File: src/rtl/icache.sv
// Direct-mapped instruction cache, one 32-bit word per line, with a single
// outstanding miss to the memory controller and flush-aware fill handling.
module icache #(
  parameter int INDEX_BITS = 6
) (
  input  logic        clk_in,
  input  logic        rst_in,
  input  logic        rdy_in,
  input  logic        clr_in,
  input  logic        if_to_ic_valid,
  input  logic [31:0] if_to_ic_pc,
  output logic        ic_to_if_ready,
  output logic [31:0] ic_to_if_inst,
  output logic        ic_to_mc_ready,
  output logic [31:0] ic_to_mc_pc,
  input  logic        mc_to_ic_ready,
  input  logic [31:0] mc_dout
);

  localparam int LINES = 1 << INDEX_BITS;
  localparam int TAG_W = 30 - INDEX_BITS;

  typedef enum logic {S_IDLE, S_WAIT} state_t;

  state_t                  state;
  logic                    discard;
  logic [LINES-1:0]        valid_q;
  logic [TAG_W-1:0]        tag_mem  [LINES];
  logic [31:0]             data_mem [LINES];

  logic [INDEX_BITS-1:0]   req_idx, fill_idx;
  logic [TAG_W-1:0]        req_tag, fill_tag;
  logic                    hit, accept, fill;
  logic                    unused_lsb;

  assign req_idx  = if_to_ic_pc[INDEX_BITS+1:2];
  assign req_tag  = if_to_ic_pc[31:INDEX_BITS+2];
  // Fills use the latched miss address: the requester may change pc after a flush.
  assign fill_idx = ic_to_mc_pc[INDEX_BITS+1:2];
  assign fill_tag = ic_to_mc_pc[31:INDEX_BITS+2];
  assign unused_lsb = ^if_to_ic_pc[1:0];

  assign hit    = valid_q[req_idx] && (tag_mem[req_idx] == req_tag);
  assign accept = rdy_in && (state == S_IDLE) && if_to_ic_valid &&
                  !ic_to_if_ready && !clr_in;
  assign fill   = rdy_in && (state == S_WAIT) && mc_to_ic_ready;

  assign ic_to_mc_ready = (state == S_WAIT) && !mc_to_ic_ready;

  always_ff @(posedge clk_in or posedge rst_in) begin
    if (rst_in) begin
      state          <= S_IDLE;
      discard        <= 1'b0;
      valid_q        <= '0;
      ic_to_if_ready <= 1'b0;
      ic_to_if_inst  <= '0;
      ic_to_mc_pc    <= '0;
    end else if (rdy_in) begin
      ic_to_if_ready <= 1'b0;
      case (state)
        S_IDLE: begin
          if (accept) begin
            if (hit) begin
              ic_to_if_ready <= 1'b1;
              ic_to_if_inst  <= data_mem[req_idx];
            end else begin
              ic_to_mc_pc <= {if_to_ic_pc[31:2], 2'b00};
              discard     <= 1'b0;
              state       <= S_WAIT;
            end
          end
        end
        S_WAIT: begin
          if (fill) begin
            valid_q[fill_idx] <= 1'b1;
            state             <= S_IDLE;
            if (!discard && !clr_in) begin
              ic_to_if_ready <= 1'b1;
              ic_to_if_inst  <= mc_dout;
            end
          end else if (clr_in) begin
            discard <= 1'b1;
          end
        end
        default: state <= S_IDLE;
      endcase
    end
  end

  always_ff @(posedge clk_in) begin
    if (fill) begin
      tag_mem[fill_idx]  <= fill_tag;
      data_mem[fill_idx] <= mc_dout;
    end
  end

endmodule

File: config.mk
export PLATFORM = sky130hd
export DESIGN_NAME = icache
export DESIGN_NICKNAME = d
export VERILOG_FILES = /design/src/rtl/icache.sv
export SDC_FILE = /design/constraint.sdc
export NUM_CORES = 2
export LEC_CHECK = 0
export BUFFER_PORTS_ARGS = -buffer_cell sky130_fd_sc_hd__buf_4
export CAP_MARGIN = 10
export CORE_ASPECT_RATIO = 0.5
export CORE_MARGIN = 5
export CORE_UTILIZATION = 55
export CTS_CLUSTER_SIZE = 14
export DETAILED_ROUTE_END_ITERATION = 10
export HOLD_SLACK_MARGIN = 0.1
export PLACE_DENSITY = 0.7
export SYNTH_ARGS = -nofsm -noshare
export SYNTH_HDL_FRONTEND = slang
export SYNTH_SLANG_ARGS = --single-unit
File: constraint.sdc
create_clock -name clk_in -period 7.79 [get_ports clk_in]
set_input_delay 1.9475 -clock clk_in [delete_from_list [all_inputs] [get_ports clk_in]]
set_output_delay 1.9475 -clock clk_in [all_outputs]
set_load 0.1 [all_outputs]
==> out/results.ini <==
[synth]
synth_seq_cells=3713
synth-seq-area-share_pct=77.8
syn_area_um2=142000
yosys_warnings=0
yosys.area.top_type=edfxtp_1
synth_cell_types=71
synthCells=6081
synth_edf_count=3584
syn_avg_cell_area_um2=23.4
synth_ff_type=edfxtp_1
async_flop_share_pct=3.47
synth_area_leaders=edfxtp_1, mux4_2, dfrtp_1, mux2i_1, mux2_2
synth_top_area_share_pct=75.6

[route]
vias=71100
routed_wire_length_per_instance_um=38.7
routed_via_density=6.98
first_pass_iters=8
routed_wl_um=394000
antenna_left=0
drt_iter0_markers=11600
drc_errors=0

[finish]
layout_common_cells=edfxtp_1, mux4_2, buf_4
num-nets-final=6549
layout-drive-gt1-share_pct=30.1
final_common_cell=edfxtp_1
finalNonFillerCells=10200
syn_to_final_growth_pct=11.4
postLayoutCellArea_um2=159000

[hold_path]
hold_path_end=valid_q[30]
hp-class=reg2reg
holdPathStages=1
worst_hold_startpoint=valid_q[30]

[worst_setup_path]
required_ns=8.57
worstSetupStartpoint=if_to_ic_pc[3]
start_kind=input port
reg2regPathDepth=11
reg2reg_slack_ns=3.41
critPathArrivalTime_ns=6.94
rr_endpoint=ic_to_mc_pc[3]
critPathKind=in2reg
reg2reg_from=tag_mem[20][16]
critPathMaxFanout=77
end_kind=register

[floorplan]
dieArea_um2=270000
initial_core_util_pct=55.1
io_pins=136
fp.coreArea_um2=258000
die_h_um=370
die_w_um=730
rows=132

[clocking]
cts_inserted_buffers=325
tritoncts=yes
clock-sinks=3713
post_cts_buffers=0
clkSlewWorstSetupHoldPaths_ns=0.06
cts_root_buf=clkbuf_16
ctsHoldBuffers=0
h-tree-depth=5
clk_latency_ns=0.90
ctsResizeCount=0
clock_path_buffers=4

[timing]
slew_headroom_pct=14.3
clock-skew-final_ns=0.0661
fin_ws_ns=1.63
finalSetupViolCount=0
finalHoldWorstSlack_ns=0.465
fin_tns_setup_ns=0
layout_min_cycle_time_ns=6.16
final_max_slew_viol_count=0
fin_crit_sh_pct=79.0
fmax_mhz=162
finalHoldViolCount=0
tightestPinTransition_ns=1.28
rsz0062_at_grt=false

[global_routing]
grt-ovfl-total=0
grt_pass1_wl_um=550000
gr-usage-all-layers_pct=29.3
first_global_vias=70600
grt_max_degree=144
antenna_found_initial=8

[power]
total_leakage_power_uw=0.0502
p_per_area_nw_per_um2=266
ir_drop_mv=0.233

[run]
drv_cap=0

[place]
dpl.cell_count=9635
port_buffers=131
hpwl_um=210000
finalWeightedCongestion=0.815
place_ws_ns=0.882
placed_cell_area_um2=149000

[status]
status=completed

[kinds of logic (layout without fill, tap and decap cells)]
kind of cell | after synthesis | count (layout) | share of synthesized area [%]
AO/OA/AOI/OAI | 283 | 283 | 1.43
multiplexers | 1283 | 1283 | 17.9
XOR/XNOR | 26 | 26 | 0.160
buffers and inverters | 351 | 966 | 1.21
other | 1 | 9 | 0.00263
AND/OR/NAND/NOR | 424 | 424 | 1.48
flip-flops | 3713 | 3713 | 77.8
[cell type report]
type / instances / area, um2
Antenna cell: 7 / 17.5
Clock buffer: 485 / 9130
Fill cell: 17100 / 99600
Timing Repair Buffer: 384 / 3410
Inverter: 37 / 156
Clock inverter: 60 / 435
Tap cell: 3484 / 4360
Multi-Input combinational cell: 2018 / 30300
Sequential cell: 3713 / 111000
[critical path, stage by stage]
cell and delay, ns:
buf_8 0.57, buf_4 0.48, buf_4 0.57, mux4_2 0.60, mux2i_1 0.17, a211oi_1 0.12
nor3_1 0.23, a21oi_1 0.15, xor2_1 0.22, nor4_1 0.53, nand3_1 0.21, o21ai_4 0.20
buf_12 0.29, buf_4 0.23, mux2i_1 0.21
[stage by stage]
stage	utilization (%)	power (uW)
3_3_place_gp	57.7	27400
3_5_place_dp	57.7	27600
2_1_floorplan	-	26200
4_1_cts	61.4	42400
6_report	61.4	42300
5_1_grt	61.4	43500
[synth_stat cells (5+ instances only)]
master / n
nand3_1: 52
and3_1: 11
a32oi_1: 8
nor3_1: 5
dfrtp_1: 129
nor3b_1: 7
a221oi_1: 18
nand2_1: 91
xnor2_1: 15
mux2_2: 71
inv_1: 34
xor2_1: 11
or2_2: 68
a31oi_1: 12
buf_1: 50
buf_2: 86
o21ai_0: 20
a22o_1: 7
nor4_1: 10
a21oi_1: 42
a211oi_1: 11
mux2_4: 17
nand2b_1: 11
clkbuf_1: 125
buf_4: 31
mux4_2: 994
o22ai_1: 43
nor2b_1: 23
nor2_1: 115
nand3b_1: 5
buf_6: 19
mux2i_1: 187
o211ai_1: 7
o221ai_1: 11
and2_1: 8
edfxtp_1: 3584
mux2_1: 14
a22oi_1: 65
[worst max path at each step]
stage / end / slack (ns)
after floorplan: ic_to_if_inst[23] / 2.08
after global placement: ic_to_mc_pc[31] / 0.94
after detailed placement: ic_to_if_inst[13] / 0.88
after CTS: ic_to_mc_pc[3] / 1.76
after global routing: ic_to_mc_pc[31] / 1.48
final: ic_to_if_inst[13] / 1.63
[power by group]
part,total [uW],switching [uW],internal (uW)
combinational,3780,2660,1110
clock,15100,6880,8220
sequential,23400,518,22900
[per-layer routing]
metal  routed length, um  GRT usage [%]  up-vias
li1                    -              -    26700
met1              146000           42.2    38100
met2              182000           44.7     5441
met3               48900           6.62      909
met4               17100           11.1        2
met5                  67          0.178        -
[registers in the layout, summed over array words and instances, names as in the netlist]
register	count
state	1
tag_mem	1536
valid_q	64
ic_to_if_ready	1
data_mem	2048
discard	1
ic_to_if_inst	32
ic_to_mc_pc	30
No activity file was read; power rests on OpenSTA's default activity.
